File: src/rtl/red_pitaya_dac_arb.sv
// red_pitaya_dac_arb: per-channel DAC arbiter with PLL-lock qualification and ramp-to-zero on release.
module red_pitaya_dac_arb #(
  parameter int DW        = 14,
  parameter int RAMP_STEP = 16,
  parameter int LOCK_WAIT = 1024
) (
  input  logic                 dac_clk_i,
  input  logic                 dac_rstn_i,
  input  logic                 pll_locked_i,
  input  logic [1:0]           req_i,
  input  logic                 prio_i,
  input  logic signed [DW-1:0] dat0_i,
  input  logic signed [DW-1:0] dat1_i,
  output logic [1:0]           gnt_o,
  output logic signed [DW-1:0] dac_dat_o,
  output logic                 dac_en_o,
  output logic                 busy_o
);
  localparam logic [1:0] OFF = 2'd0, IDLE = 2'd1, ACTIVE = 2'd2, RAMP = 2'd3;
  localparam int CW = (LOCK_WAIT > 2) ? $clog2(LOCK_WAIT) : 1;
  localparam logic [CW-1:0] LAST = CW'(LOCK_WAIT - 1);
  localparam logic signed [DW:0] STEP = (DW+1)'(RAMP_STEP);
  logic [1:0] state, nxt, gnt_n;
  logic [CW-1:0] cnt, cnt_n;
  logic signed [DW-1:0] dat_n;
  // one extra bit so the most negative sample can be negated safely
  logic signed [DW:0] ext, mag, ramped;
  assign ext    = {dac_dat_o[DW-1], dac_dat_o};
  assign mag    = ext[DW] ? -ext : ext;
  assign ramped = ext[DW] ? ext + STEP : ext - STEP;
  always_comb begin
    nxt   = state;
    gnt_n = gnt_o;
    dat_n = dac_dat_o;
    cnt_n = cnt;
    case (state)
      OFF: begin
        gnt_n = '0;
        dat_n = '0;
        cnt_n = pll_locked_i ? cnt + CW'(1) : '0;
        if (pll_locked_i && cnt == LAST) begin
          nxt   = IDLE;
          cnt_n = '0;
        end
      end
      IDLE: begin
        dat_n = '0;
        if (|req_i) begin
          nxt   = ACTIVE;
          gnt_n = (req_i == 2'b11) ? (prio_i ? 2'b10 : 2'b01) : req_i;
        end
      end
      ACTIVE: begin
        if (~|(req_i & gnt_o)) begin
          nxt   = RAMP;
          gnt_n = '0;
        end else
          dat_n = gnt_o[1] ? dat1_i : dat0_i;
      end
      RAMP: begin
        nxt   = (mag <= STEP) ? IDLE : RAMP;
        dat_n = (mag <= STEP) ? '0 : ramped[DW-1:0];
      end
    endcase
    if (state != OFF && !pll_locked_i) begin
      nxt   = OFF;
      cnt_n = '0;
      gnt_n = '0;
      dat_n = '0;
    end
  end
  always_ff @(posedge dac_clk_i or negedge dac_rstn_i)
    if (!dac_rstn_i) begin
      state     <= OFF;
      cnt       <= '0;
      gnt_o     <= '0;
      dac_dat_o <= '0;
      dac_en_o  <= 1'b0;
      busy_o    <= 1'b0;
    end else begin
      state     <= nxt;
      cnt       <= cnt_n;
      gnt_o     <= gnt_n;
      dac_dat_o <= dat_n;
      dac_en_o  <= nxt != OFF;
      busy_o    <= nxt == RAMP;
    end
endmodule

File: config.mk
export PLATFORM = sky130hd
export DESIGN_NAME = red_pitaya_dac_arb
export DESIGN_NICKNAME = d
export VERILOG_FILES = /design/src/rtl/red_pitaya_dac_arb.sv
export SDC_FILE = /design/constraint.sdc
export NUM_CORES = 1
export LEC_CHECK = 0
export CORE_ASPECT_RATIO = 0.9
export CORE_MARGIN = 2
export CORE_UTILIZATION = 46
export DETAILED_ROUTE_END_ITERATION = 6
export PLACE_DENSITY = 0.74
export RECOVER_POWER = 25
export SYNTH_ARGS = -nofsm -noshare
export SYNTH_HDL_FRONTEND = slang
export SYNTH_SLANG_ARGS = --single-unit
File: constraint.sdc
create_clock -name dac_clk_i -period 2.7 [get_ports dac_clk_i]
set_clock_uncertainty 0.1 [all_clocks]
set_input_delay 0.54 -clock dac_clk_i [delete_from_list [all_inputs] [get_ports dac_clk_i]]
set_output_delay 0.54 -clock dac_clk_i [all_outputs]
set_load 0.01 [all_outputs]
==> results <==
[layout make-up]
type / count / area, µm² / area share, %
Inverter: 13 / 48.8 / 1.59
Sequential cell: 30 / 753 / 24.6
Clock buffer: 7 / 86.3 / 2.81
Multi-Input combinational cell: 206 / 1470 / 47.8
Tap cell: 65 / 81.3 / 2.65
Timing Repair Buffer: 67 / 627 / 20.4
Clock inverter: 1 / 5.00 / 0.163
[cell usage in the layout (no fill, tap or decap), types with 2 or more instances in the layout]
cell / netlist / routed
clkdlybuf4s50_1: 0 / 51
and2_1: 4 / 4
nand3_1: 9 / 9
nor2b_1: 2 / 2
a31oi_1: 2 / 2
ha_1: 11 / 10
dfrtp_2: 0 / 2
nor2_1: 27 / 27
o211ai_1: 3 / 3
inv_1: 13 / 13
nand2b_1: 4 / 4
a32o_1: 2 / 2
or3_1: 3 / 3
and3_1: 3 / 3
xnor2_1: 9 / 9
dfrtp_1: 30 / 28
or4_4: 2 / 2
a41oi_1: 2 / 2
o21ai_0: 9 / 9
nand2_1: 19 / 19
mux2i_1: 14 / 14
o31ai_1: 3 / 3
o221ai_1: 4 / 4
nand4_1: 5 / 5
o22ai_1: 10 / 10
clkbuf_8: 0 / 6
and4_1: 2 / 2
a21boi_0: 5 / 5
xor2_1: 5 / 5
a21oi_1: 16 / 16
nor3_1: 5 / 5
buf_4: 0 / 15
clkbuf_1: 8 / 2
[logic make-up after synthesis]
family	count (synthesis)	synth area share [%]
xor gates and xnor gates	14	5.26
and+or+nand+nor	91	20.9
buffers and inverters	27	4.94
AOI/OAI and AO/OA	75	23.9
muxes	14	6.01
adders and majority gates	12	6.77
DFF	30	32.2
[routing by layer]
layer / global-route usage, % / wire length [µm]
met5: 0 / 0
met4: 7.66 / 99
met3: 4.41 / 400
met2: 33.5 / 2570
met1: 32.6 / 2910
[registers in the layout, indices dropped and copies added (netlist names)]
| signal | cells |
|---|---|
| dac_dat_o | 14 |
| cnt | 10 |
| state | 2 |
| gnt_o | 2 |
| dac_en_o | 1 |
| busy_o | 1 |
[power by group]
group          switching (µW)  total (µW)  internal, µW
Sequential               6.57         461           455
Clock                     166         371           205
Combinational            31.7        88.2          56.4
Total                     204         921           717
[stage by stage]
step / total power [µW] / setup slack [ps] / hold WS [ps] / utilization [%]
after floorplan: 494 / 227 / 144 / -
after global placement: 558 / 145 / 438 / 61.2
after detailed placement: 559 / 106 / 441 / 61.2
after CTS: 933 / 94.1 / 458 / 63.0
after global routing: 957 / -3.15 / 492 / 63.1
final: 921 / 140 / 454 / 63.1
[how the worst min path moves through the flow]
stage               endpoint        from  slack (ps)
floorplan             busy_o  dac_rstn_i         140
global placement      cnt[7]      cnt[7]         440
detailed placement    cnt[9]      cnt[9]         440
CTS                   cnt[9]      cnt[9]         460
global route        gnt_o[0]    gnt_o[0]         490
finish                cnt[9]      cnt[9]         450
==> metrics.cfg <==
[logic_synthesis]
syn_inst = 263
syn_area_per_cell_um2 = 8.86
ys_top_cells_by_area = dfrtp_1, mux2i_1, ha_1
syn_area_um2 = 2330
synth_edf_count = 0
async_flop_share_pct = 100
ys.warnings.count = 0
synth-main-ff-cell = dfrtp_1
ys_seq_elements = 30
synth_top_cell_area_share_pct = 32.2
syn-num-nets = 309
synth.most_common_cell = dfrtp_1
yosys.area.top_type = dfrtp_1
synth_common_cells = dfrtp_1, nor2_1, nand2_1, a21oi_1, mux2i_1
ys_seq_area_share_pct = 32.2
ys_types = 58

[final_layout]
num-nets-final = 369
drive_gt1_share_pct = 11.1
n_antenna_cell = 0
final_cells = 389
area_growth_pct = 31.7
nFillCells = 438
fin_area_um2 = 3070

[sta]
setup_tns_ps = 0
fmax_ghz = 0.391
finalMaxSlewViolations = 31
fin_crit_sh_pct = 94.8
finalHoldViolations = 0
rsz0062_at_grt = true
setup_viol = 0
slew_headroom_pct = -8.35
tightest_slew_ps = 1630
period_needed_ps = 2560

[floorplanning]
die_h_um = 71.5
initial_utilization_pct = 47.9
die_area_um2 = 5650
pin_count = 52
design.core.area_um2 = 4860
row_count = 24
die-width_um = 79.0

[global_route]
grt_antenna_before_repair = 0
grtUsageTotal_pct = 22.4
grt_max_degree = 31
grt_first_pass_wirelength_mm = 9.96
grt_pass1_vias = 2049
overflow = 0

[critical_path]
crit_path_top_delay_cell = or4_4
timing_worst_setup_path_type = register to register
endpoint_kind = register
cp_cell_sequence = or4_4, o311ai_1, o311a_1, a2111oi_1, a21oi_2, nand4_4, o32ai_2
worstRegToRegCells = 7
required_ps = 2790
startpoint_type = register
reg2reg_to = dac_dat_o[13]
startpoint = dac_dat_o[4]
reg2reg_slack_ps = 140
cp_max_fo = 10
critPathBufInv = 0
worstSetupEndpoint = dac_dat_o[13]
crit_family = compound AO/OA/AOI/OAI gates
path_depth = 7
cpPeakStageDelay_ps = 530
worstReg2RegStart = dac_dat_o[4]
cp.arrival_ps = 2650

[clock_tree]
cts_buffer_depth = 2
cts_max_level = 2
path_clk_slew_ps = 60
cts_tree = done
cts_root_buf = clkbuf_8
numCtsBuffers = 5
clock_latency_ps = 280
clock-sinks = 30
cts_resized = 0
hold_buffers = 0
post_cts_buffers = 0

[routing]
drc = 0
wl_mm = 5.99
ant_nets = 0
drtIter0Drc = 164
via_per_inst = 5.72
drtPass1Iterations = 4
via_count = 2226
wl_per_cell_um = 15.4

[flow_run]
cap_violations = 1

[power_and_ir_drop]
leakagePower_uw = 0.00127
vdd_drop_max_mv = 0.190
power.density_nw_per_um2 = 300

[placement]
place_area_um2 = 2980
gp_congestion = 0.939
port_buffers = 51
dpl.hpwl_mm = 4.58
post-place-cells = 381

[outcome]
failed_checks = max-capacitance violations, max-slew violations
run_status = finished with violations

[worst_hold_path]
hold-path-cell-count = 1
hold_path.class = register to register

Power figures use the tool's default switching activity.
